<file path="src/rtl/cmp_iter_if.sv">
// Request/response bundle for the iterative comparator.
interface cmp_iter_if #(
  parameter int WIDTH = 32
);
  logic             i_valid;
  logic             o_ready;
  logic [WIDTH-1:0] i_a;
  logic [WIDTH-1:0] i_b;
  logic             i_signed;
  logic             o_valid;
  logic             i_ready;
  logic             o_lt;
  logic             o_eq;
  logic [WIDTH-1:0] o_result;
  logic [WIDTH-1:0] o_min;
  logic [WIDTH-1:0] o_max;

  modport master (
    output i_valid, i_a, i_b, i_signed, i_ready,
    input  o_ready, o_valid, o_lt, o_eq, o_result, o_min, o_max
  );

  modport slave (
    input  i_valid, i_a, i_b, i_signed, i_ready,
    output o_ready, o_valid, o_lt, o_eq, o_result, o_min, o_max
  );
endinterface

</file>
<file path="src/rtl/cmp_iter.sv">
// Iterative magnitude comparator: scans CHUNK bits per cycle, MS chunk first.
// Optional min/max outputs enabled by defining CMP_ITER_MINMAX_EN.
module cmp_iter #(
  parameter int WIDTH = 32,
  parameter int CHUNK = 8
) (
  input  logic       i_clk,
  input  logic       i_rst_n,
  cmp_iter_if.slave  bus
);
  localparam int NCHK = WIDTH / CHUNK;
  localparam int JW   = (NCHK > 1) ? $clog2(NCHK) : 1;

  typedef enum logic [1:0] {IDLE, CMP, DONE} state_t;

  state_t           state_q, state_d;
  logic [JW-1:0]    j_q, j_d;
  logic [WIDTH-1:0] a_q, a_d, b_q, b_d;
  logic             sgn_q, sgn_d;
  logic             lt_q, lt_d, eq_q, eq_d;

  logic [WIDTH-1:0]             a_bias, b_bias;
  logic [NCHK-1:0][CHUNK-1:0]   a_ch, b_ch;
  logic [CHUNK-1:0]             ca, cb;
  logic                         last;
  logic                         done_ent;

  // Flipping the sign bit maps two's-complement order onto unsigned order.
  assign a_bias = a_q ^ {sgn_q, {(WIDTH-1){1'b0}}};
  assign b_bias = b_q ^ {sgn_q, {(WIDTH-1){1'b0}}};

  // Chunk 0 is the most significant slice.
  for (genvar g = 0; g < NCHK; g++) begin : g_chunk
    assign a_ch[g] = a_bias[WIDTH-1-g*CHUNK -: CHUNK];
    assign b_ch[g] = b_bias[WIDTH-1-g*CHUNK -: CHUNK];
  end

  assign ca       = a_ch[j_q];
  assign cb       = b_ch[j_q];
  assign last     = (j_q == JW'(NCHK-1));
  assign done_ent = (state_q == CMP) && (state_d == DONE);

  always_comb begin
    state_d = state_q;
    j_d     = j_q;
    a_d     = a_q;
    b_d     = b_q;
    sgn_d   = sgn_q;
    lt_d    = lt_q;
    eq_d    = eq_q;
    case (state_q)
      IDLE: begin
        if (bus.i_valid) begin
          a_d     = bus.i_a;
          b_d     = bus.i_b;
          sgn_d   = bus.i_signed;
          j_d     = '0;
          state_d = CMP;
        end
      end
      CMP: begin
        if (ca != cb) begin
          lt_d    = (ca < cb);
          eq_d    = 1'b0;
          state_d = DONE;
        end else if (last) begin
          lt_d    = 1'b0;
          eq_d    = 1'b1;
          state_d = DONE;
        end else begin
          j_d = j_q + 1'b1;
        end
      end
      DONE: begin
        if (bus.i_ready) state_d = IDLE;
      end
      default: state_d = IDLE;
    endcase
  end

  always_ff @(posedge i_clk or negedge i_rst_n) begin
    if (!i_rst_n) begin
      state_q <= IDLE;
      j_q     <= '0;
      a_q     <= '0;
      b_q     <= '0;
      sgn_q   <= 1'b0;
      lt_q    <= 1'b0;
      eq_q    <= 1'b0;
    end else begin
      state_q <= state_d;
      j_q     <= j_d;
      a_q     <= a_d;
      b_q     <= b_d;
      sgn_q   <= sgn_d;
      lt_q    <= lt_d;
      eq_q    <= eq_d;
    end
  end

`ifdef CMP_ITER_MINMAX_EN
  logic [WIDTH-1:0] min_q, max_q;

  // a_q/b_q hold the unbiased operands, so selection uses original values.
  always_ff @(posedge i_clk or negedge i_rst_n) begin
    if (!i_rst_n) begin
      min_q <= '0;
      max_q <= '0;
    end else if (done_ent) begin
      min_q <= lt_d ? a_q : b_q;
      max_q <= lt_d ? b_q : a_q;
    end
  end

  assign bus.o_min = min_q;
  assign bus.o_max = max_q;
`else
  assign bus.o_min = '0;
  assign bus.o_max = '0;
`endif

  assign bus.o_ready  = (state_q == IDLE);
  assign bus.o_valid  = (state_q == DONE);
  assign bus.o_lt     = lt_q;
  assign bus.o_eq     = eq_q;
  assign bus.o_result = {{(WIDTH-1){1'b0}}, lt_q};
endmodule

</file>
<file path="src/flat_wrapper.sv">
// flat-port wrapper written by rule: the top's interface ports become plain ports
module cmp_iter_flat 
#(
  parameter int WIDTH = 32,
  parameter int CHUNK = 8
)
  (i_clk, i_rst_n, bus_i_valid, bus_i_a, bus_i_b, bus_i_signed, bus_i_ready, bus_o_ready, bus_o_valid, bus_o_lt, bus_o_eq, bus_o_result, bus_o_min, bus_o_max);
  cmp_iter_if #(.WIDTH(WIDTH)) bus_i ();
  input  logic i_clk;
  input  logic i_rst_n;
  input wire logic [$bits(bus_i.i_valid)-1:0] bus_i_valid;
  input wire logic [$bits(bus_i.i_a)-1:0] bus_i_a;
  input wire logic [$bits(bus_i.i_b)-1:0] bus_i_b;
  input wire logic [$bits(bus_i.i_signed)-1:0] bus_i_signed;
  input wire logic [$bits(bus_i.i_ready)-1:0] bus_i_ready;
  output wire logic [$bits(bus_i.o_ready)-1:0] bus_o_ready;
  output wire logic [$bits(bus_i.o_valid)-1:0] bus_o_valid;
  output wire logic [$bits(bus_i.o_lt)-1:0] bus_o_lt;
  output wire logic [$bits(bus_i.o_eq)-1:0] bus_o_eq;
  output wire logic [$bits(bus_i.o_result)-1:0] bus_o_result;
  output wire logic [$bits(bus_i.o_min)-1:0] bus_o_min;
  output wire logic [$bits(bus_i.o_max)-1:0] bus_o_max;
  assign bus_i.i_valid = bus_i_valid;
  assign bus_i.i_a = bus_i_a;
  assign bus_i.i_b = bus_i_b;
  assign bus_i.i_signed = bus_i_signed;
  assign bus_i.i_ready = bus_i_ready;
  assign bus_o_ready = bus_i.o_ready;
  assign bus_o_valid = bus_i.o_valid;
  assign bus_o_lt = bus_i.o_lt;
  assign bus_o_eq = bus_i.o_eq;
  assign bus_o_result = bus_i.o_result;
  assign bus_o_min = bus_i.o_min;
  assign bus_o_max = bus_i.o_max;
  cmp_iter #(.WIDTH(WIDTH), .CHUNK(CHUNK)) u_core (.i_clk(i_clk), .i_rst_n(i_rst_n), .bus(bus_i));
endmodule
</file>
<file path="config.mk">
export PLATFORM = sky130hd
export DESIGN_NAME = cmp_iter_flat
export DESIGN_NICKNAME = d
export VERILOG_FILES = /design/src/rtl/cmp_iter_if.sv /design/src/rtl/cmp_iter.sv /design/src/flat_wrapper.sv
export SDC_FILE = /design/constraint.sdc
export NUM_CORES = 1
export LEC_CHECK = 0
export CAP_MARGIN = 20
export CORE_MARGIN = 5
export CORE_UTILIZATION = 47
export CTS_CLUSTER_DIAMETER = 120
export DETAILED_ROUTE_END_ITERATION = 10
export GPL_TIMING_DRIVEN = 0
export PLACE_DENSITY = 0.95
export SYNTH_ARGS = -nofsm -noshare
export SYNTH_HDL_FRONTEND = slang
export SYNTH_SLANG_ARGS = --single-unit
</file>
<file path="constraint.sdc">
create_clock -name i_clk -period 5.7 [get_ports i_clk]
set_input_delay 1.71 -clock i_clk [delete_from_list [all_inputs] [get_ports i_clk]]
set_output_delay 1.71 -clock i_clk [all_outputs]
set_load 0.1 [all_outputs]
</file>
# After elaboration in Yosys (flattened, before gate mapping)
# Cells that the tools add are included.
[word_totals]
ff_bits = 71
inputBits = 69
[classes]
n_addsub = 1
magnitude_cmp = 2
eq_ne = 9
n_mux = 17
n_bitwise = 2
reduce_logical = 7
[op_table]
columns = ["operator", "count"]
rows = [
  ["$xor 32x32->32", 2],
  ["$bmux 8 s2", 2],
  ["$mux 8", 2],
  ["$mux 2", 7],
  ["$lt 8x8->1", 1],
  ["$ne 2x2->1 const B", 4],
  ["$ne 8x8->1", 1],
  ["$pmux 2 s3", 1],
  ["$eq 2x2->1 const B", 2],
  ["$mux 1", 4],
  ["$pmux 2 s2", 1],
  ["$reduce_and 2->1", 2],
  ["$reduce_and 4->1", 1],
  ["$reduce_bool 2->1", 2],
  ["$lt 2x3->1 const B", 1],
  ["$ne 3x2->1 const B", 1],
  ["$reduce_and 3->1", 1],
  ["$add 2x1->2 const B", 1],
  ["$eq 2x1->1 const B", 1],
  ["$logic_not 2->1", 1],
]

# Longest topological paths before layout
# Gate-level depths: netlist (run 1).
[logic_depth]
word_depth = 6
mapped_depth = 10

# Worst setup path after synthesis (run 1)
# OpenSTA, ideal clock, no wires.
[synth_timing]
kind = "reg-to-output"
startpoint = "register u_core.lt_q (netlist: u_core.bus.o_lt)"
endpoint = "output port bus_o_result[0]"
arrival_ns = 1.340
t_required_ns = 3.990
path_slack_ns = 2.650
stages_incl_launch_ff = 2
cell_sequence = "dfrtp_1 > buf_4"
[synth_lines]
columns = ["element", "line_no", "text"]
rows = [
  ["start: declaration", "cmp_iter.sv:20", "logic lt_q, lt_d, eq_q, eq_d;"],
  ["start signal: assignment", "cmp_iter.sv:96", "lt_q <= lt_d;"],
  ["end: declaration", "flat_wrapper.sv:20", "output wire logic [$bits(bus_i.o_result)-1:0] bus_o_result;"],
]
# No word-level cell between the ends.

# Worst setup path after layout (run 1)
[layout_timing]
startpoint = "register u_core.state_q[0]"
endpoint = "output port bus_o_valid"
[layout_between]
elab_chain_cells = 1
[layout_rtl]
columns = ["element", "line_no", "text"]
rows = [
  ["start: declaration", "cmp_iter.sv:16", "state_t state_q, state_d;"],
  ["start signal: assignment", "cmp_iter.sv:91", "state_q <= state_d;"],
  ["$eq 2x2->1", "cmp_iter.sv:123", "assign bus.o_valid = (state_q == DONE);"],
  ["end: declaration", "flat_wrapper.sv:17", "output wire logic [$bits(bus_i.o_valid)-1:0] bus_o_valid;"],
]
# Every way passes these cells.

==> results of run 1 <==
[cell type report]
| class | instances | area (um2) | share of cell area |
|---|---|---|---|
| Timing Repair Buffer | 73 | 728.2 | 0.1328 |
| Multi-Input combinational cell | 346 | 1795 | 0.3276 |
| Clock inverter | 1 | 5.005 | 0.0009130 |
| Inverter | 10 | 37.54 | 0.006848 |
| Sequential cell | 71 | 1777 | 0.3241 |
| Clock buffer | 13 | 158.9 | 0.02899 |
| Tap cell | 108 | 135.1 | 0.02465 |
| Buffer | 114 | 844.6 | 0.1541 |
[kinds of logic (layout without fill, tap and decap cells)]
group,Yosys count,in the layout,synth area share
buffers and inverters,124,211,0.2151
multiplexers,16,16,0.09884
XOR/XNOR,2,2,0.004272
AND/OR/NAND/NOR,212,212,0.2023
adder cells (fa/ha/maj),9,9,0.02746
flip-flops,71,71,0.4332
other,1,95,0.0009143
AO/OA/AOI/OAI,12,12,0.01800
[power by group]
part / total, mW / leakage [nW] / internal [mW] / switching [mW]
registers: 0.875 / 0.882 / 0.735 / 0.140
clock network: 0.354 / 0.0854 / 0.177 / 0.177
logic: 1.20 / 2.07 / 0.408 / 0.791
total: 2.43 / 3.04 / 1.32 / 1.11
[flip-flops by register name, summed over array words and instances, names as in the netlist]
name,count
u_core.a_q,32
u_core.b_q,32
u_core.j_q,2
u_core.state_q,2
u_core.bus.o_eq,1
u_core.bus.o_lt,1
u_core.sgn_q,1
[worst min-delay path: cells and delay by family (launching register included)]
| family | cells | cell delay [ns] |
|---|---|---|
| DFF | 1 | 0.34 |
| and+or+nand+nor | 2 | 0.11 |
[worst paths after layout]
kind / from / endpoint / slack (ns)
hold / removal: u_core.a_q[20] / u_core.a_q[20] / 0.47
min in group asynchronous: i_rst_n / u_core.a_q[11] / 1.47
setup / recovery: u_core.state_q[0] / bus_o_valid / 1.86
max in group asynchronous: i_rst_n / u_core.b_q[1] / 3.65
setup reg to reg: u_core.j_q[0] / u_core.j_q[0] / 3.06
hold reg to reg: u_core.a_q[20] / u_core.a_q[20] / 0.47
[metrics by stage]
stage          hold slack (ns)  utilization
6_report                0.4733       0.6379
5_1_grt                 0.4926       0.6379
4_1_cts                 0.4728       0.6379
3_5_place_dp            0.4563       0.6188
3_3_place_gp            0.4502       0.6191
2_1_floorplan           0.4373            -
[metal layers]
metal | track usage | wire [um] | vias to the layer above
li1 | - | - | 1584
met1 | 0.2178 | 3512 | 1481
met2 | 0.3196 | 5216 | 174
met3 | 0.04292 | 886 | 30
met4 | 0.09960 | 314 | 0
met5 | 0 | 0 | -
[cell usage in the layout (no fill, tap or decap), types with 2 or more instances in the layout]
cell,instances
a21oi_1,2
and2_1,2
buf_2,8
buf_4,103
clkbuf_1,4
clkbuf_8,11
clkdlybuf4s50_1,72
conb_1,95
dfrtp_1,71
ha_1,9
inv_1,10
mux4_1,12
mux4_2,4
nand2_1,200
nand2b_1,2
nand4_1,2
nor2b_1,2
o21ai_0,4
xor2_1,2
==> results.cfg, run 1 <==
[placed_design]
dpl_worst_slack_ns = 2.229
dp_hpwl_mm = 7.794
dpl_cell_area_um2 = 5318
io_buffers = 73
dp.cells = 722
gp_congestion = 0.8265

[worst_setup_path]
path_cells = nand2b_1 -> inv_1 -> clkdlybuf4s50_1
arrival_ns = 2.13
critPathKind = register to primary output
cpLargestDelayFamily = buffers and inverters
critPathRequiredTime_ns = 3.99
worst-path-max-fanout = 4
crit_cells = 3
cp-end-kind = primary output
crit_path_start_kind = register
max_stage_delay_ns = 1.13
cp_slowest_cell = clkdlybuf4s50_1
crit_buf_inv = 2
reg2reg_depth = 8

[timing]
relSlewSlack = 0.3445
fmax_mhz = 260.1
fin_ws_ns = 1.856
skew_ns = 0.005562
min_period_ns = 3.844
worst_pin_slew_ns = 0.9801
rsz0062_at_grt = no
drv_slew = 0
setup_violations = 0
post-route-period-util = 0.6744
hold_violations = 0
fin_tns_setup_ns = 0

[synthesis]
synth_top_area_cell = dfrtp_1
syn_area_um2 = 4101
synth_edf_count = 0
synth_top_area_frac = 0.4332
yosys_warnings = 0
synth_ff_type = dfrtp_1
yosys.cell_count.top_type = nand2_1
synth.avg_cell_area_um2 = 9.175
yosysSeqAreaShare = 0.4332
ys_types = 29
synth_common_cells = 200 x nand2_1, 102 x buf_4, 71 x dfrtp_1
ys_async_sr_fraction = 1.000
synthCells = 447
synth_area_leaders = dfrtp_1 43%, buf_4 19%, nand2_1 18%
ys_seq_elements = 71

[global_routing]
first_global_vias = 3301
grt_max_degree = 72
grt_use_total = 0.1869
grt_overflow = 0
grt_antenna_before_repair = 0
grt_pass1_wl_mm = 15.29

[route]
routedWlPerCell_um = 13.49
first_iter_violations = 251
via_per_inst = 4.442
postRouteAntennaNets = 0
drc = 0
drt-total-wl_mm = 9.931
routed-via-count = 3269
dr.pass1.iters = 5

[floorplan]
die-area_um2 = 10690
core_um2 = 8593
start_util = 0.4773
ios = 169
fp.dieH_um = 103.4
dieWidth_um = 103.4
rows = 34

[clocking]
hold_buffers = 0
clockBufferDepth = 2
post_cts_buffers = 0
clock_latency_ns = 0.35
htree_levels = 3
clockRootBuffer = clkbuf_8
cts_buffers = 9
cts_sinks = 71
clkTransAtPathRegs_ns = 0.07
cts_resized = 0
cts_tree = done

[finish]
antenna_cells = 0
area_delta_synth_final_pct = 33.65
design_area_um2 = 5482
nFillCells = 661
stdcell_count = 736
nNetsFinal = 703
drive_gt1_frac = 0.2102

[run_status]
status = completed

[job]
maxCapViolCount = 0

[power]
p_total_mw = 2.427
p_leak_nw = 3.038
power_density_nw_per_um2 = 442.8
ir_drop_uv = 220.8

[worst_hold_path]
hold_class = register to register
holdPathStages = 2
Power figures use the tool's default switching activity.
==> run 2: changes to the inputs <==
--- a/config.mk
+++ b/config.mk
@@ -7,11 +7,11 @@
 export LEC_CHECK = 0
 export CAP_MARGIN = 20
 export CORE_MARGIN = 5
-export CORE_UTILIZATION = 47
+export CORE_UTILIZATION = 39
 export CTS_CLUSTER_DIAMETER = 120
 export DETAILED_ROUTE_END_ITERATION = 10
 export GPL_TIMING_DRIVEN = 0
-export PLACE_DENSITY = 0.95
+export PLACE_DENSITY = 0.88
 export SYNTH_ARGS = -nofsm -noshare
 export SYNTH_HDL_FRONTEND = slang
 export SYNTH_SLANG_ARGS = --single-unit
==> constraint.sdc (replaced) <==
create_clock -name i_clk -period 3.4 [get_ports i_clk]
set_input_delay 1.02 -clock i_clk [delete_from_list [all_inputs] [get_ports i_clk]]
set_output_delay 1.02 -clock i_clk [all_outputs]
set_load 0.1 [all_outputs]
==> run 2 against run 1 <==
Net effect:
- count of clock-buffer cells in the layout fell by 1
- sequential power increased by 66%
- largest cell class unchanged
- worst hold slack got worse by 0.0021 ns
- setup slack worse by 1.6 ns
==> results.cfg, run 2 (same netlist as run 1, synthesis figures left out) <==
[global_routing]
grt_pass1_wl_mm = 15.68
first_global_vias = 3232
grt_antenna_before_repair = 0
grt_util_met2 = 0.2595
grt_overflow = 0
use_met1 = 0.1921
grt_max_degree = 72
grt-busiest-layer = met2
gr-usage-met3 = 0.03396
grt_use_total = 0.1540

[clocking]
cts_sinks = 71
hold_buffers = 0
cts_buffers = 9
htree_levels = 3
clock_latency_ns = 0.35
cts_tree = done
clkTransAtPathRegs_ns = 0.07
post_cts_buffers = 0
cts_resized = 0
clockRootBuffer = clkbuf_8
clockBufferDepth = 2

[worst_setup_path]
critPathKind = register to primary output
worst-path-max-fanout = 4
reg2reg_slack_ns = 0.85
critPathRequiredTime_ns = 2.38
crit_path_start_kind = register
cp-end-kind = primary output
arrival_ns = 2.14

[floorplan]
start_util = 0.3991
fp.dieH_um = 112.6
rows = 37
dieWidth_um = 112.6
ios = 169
core_um2 = 10280
die-area_um2 = 12670

[route]
first_iter_violations = 155
routedWlPerCell_um = 12.62
routed-via-count = 3126
via_per_inst = 4.081
dr.pass1.iters = 4
postRouteAntennaNets = 0
drt-total-wl_mm = 9.665
drc = 0

[timing]
relSlewSlack = 0.3244
min_period_ns = 3.161
worst_pin_slew_ns = 1.010
drv_slew = 0
hold_violations = 0
setup_violations = 0
post-route-period-util = 0.9298
hold_slack_ns = 0.4712
rsz0062_at_grt = no
skew_ns = 0.006921
fmax_mhz = 316.3

[power]
power_density_nw_per_um2 = 749.3
ir_drop_uv = 367.3
p_leak_nw = 3.057

[finish]
largestRegisters = u_core.a_q: 32 flops, u_core.b_q: 32 flops
stdcell_count = 766
antenna_cells = 0
area_delta_synth_final_pct = 35.51
drive_gt1_frac = 0.2111
design_area_um2 = 5558
nNetsFinal = 703
final_common_cell = nand2_1
final_util = 0.5408
final_cell_mix = 200 x nand2_1, 103 x buf_4, 95 x conb_1

[placed_design]
dpl_cell_area_um2 = 5353
dp.cells = 750
io_buffers = 73
dp_hpwl_mm = 7.582
gp_congestion = 0.8327

[worst_hold_path]
hold_class = register to register

[job]
maxCapViolCount = 0

[run_status]
status = completed
run 2: changes by cell type in the layout (fill, tap and decap cells not counted):
cell,previous run,this run
bufinv_16,0,2
clkbuf_8,11,9
clkbuf_1,4,5
clkinv_2,1,2
run 2: area by class of cell:
type | count | area, um2
multi-input cells | 346 | 1795
clock buffers | 12 | 135.1
plain buffers | 114 | 844.6
repair buffers | 73 | 728.2
well taps | 136 | 170.2
fillers | 875 | 4720
clock inverters | 4 | 70.07
flip-flops and latches | 71 | 1777
inverters | 10 | 37.54
run 2: metrics by stage:
stage               setup slack, ns  power, mW  setup TNS (ns)
floorplan                     1.040      2.982               0
global placement            -0.9983      3.364          -70.58
detailed placement           0.6222      3.458               0
CTS                          0.2272      4.175               0
global route                 0.1587      4.466               0
finish                       0.2386      4.164               0
run 2: path summary, 6_finish.rpt:
path / startpoint / endpoint / depth (start not counted)
min in group asynchronous: i_rst_n / u_core.b_q[2] / 1
min reg2reg: u_core.b_q[20] / u_core.b_q[20] / 2
max: u_core.state_q[0] / bus_o_valid / 3
max in group asynchronous: i_rst_n / u_core.a_q[23] / 1
max reg2reg: u_core.j_q[1] / u_core.j_q[0] / 8
min: u_core.b_q[20] / u_core.b_q[20] / 2
run 2: power by group:
part           switching [mW]  leakage [nW]  internal [mW]  total, mW
clock network           0.307         0.104          0.412      0.719
registers               0.217         0.882           1.23       1.45
logic                    1.31          2.07          0.685       2.00
run 2: routing by layer:
metal	up-vias	wire length [um]
met5	-	0
li1	1582	-
met4	0	157
met3	16	871
met2	140	4809
met1	1388	3826
run 2: worst max-delay path, cell delays in order, from the launching register on:
cell and delay (ns):
dfrtp_1 0.41, nand2b_1 0.17, inv_1 0.06, clkdlybuf4s50_1 1.15
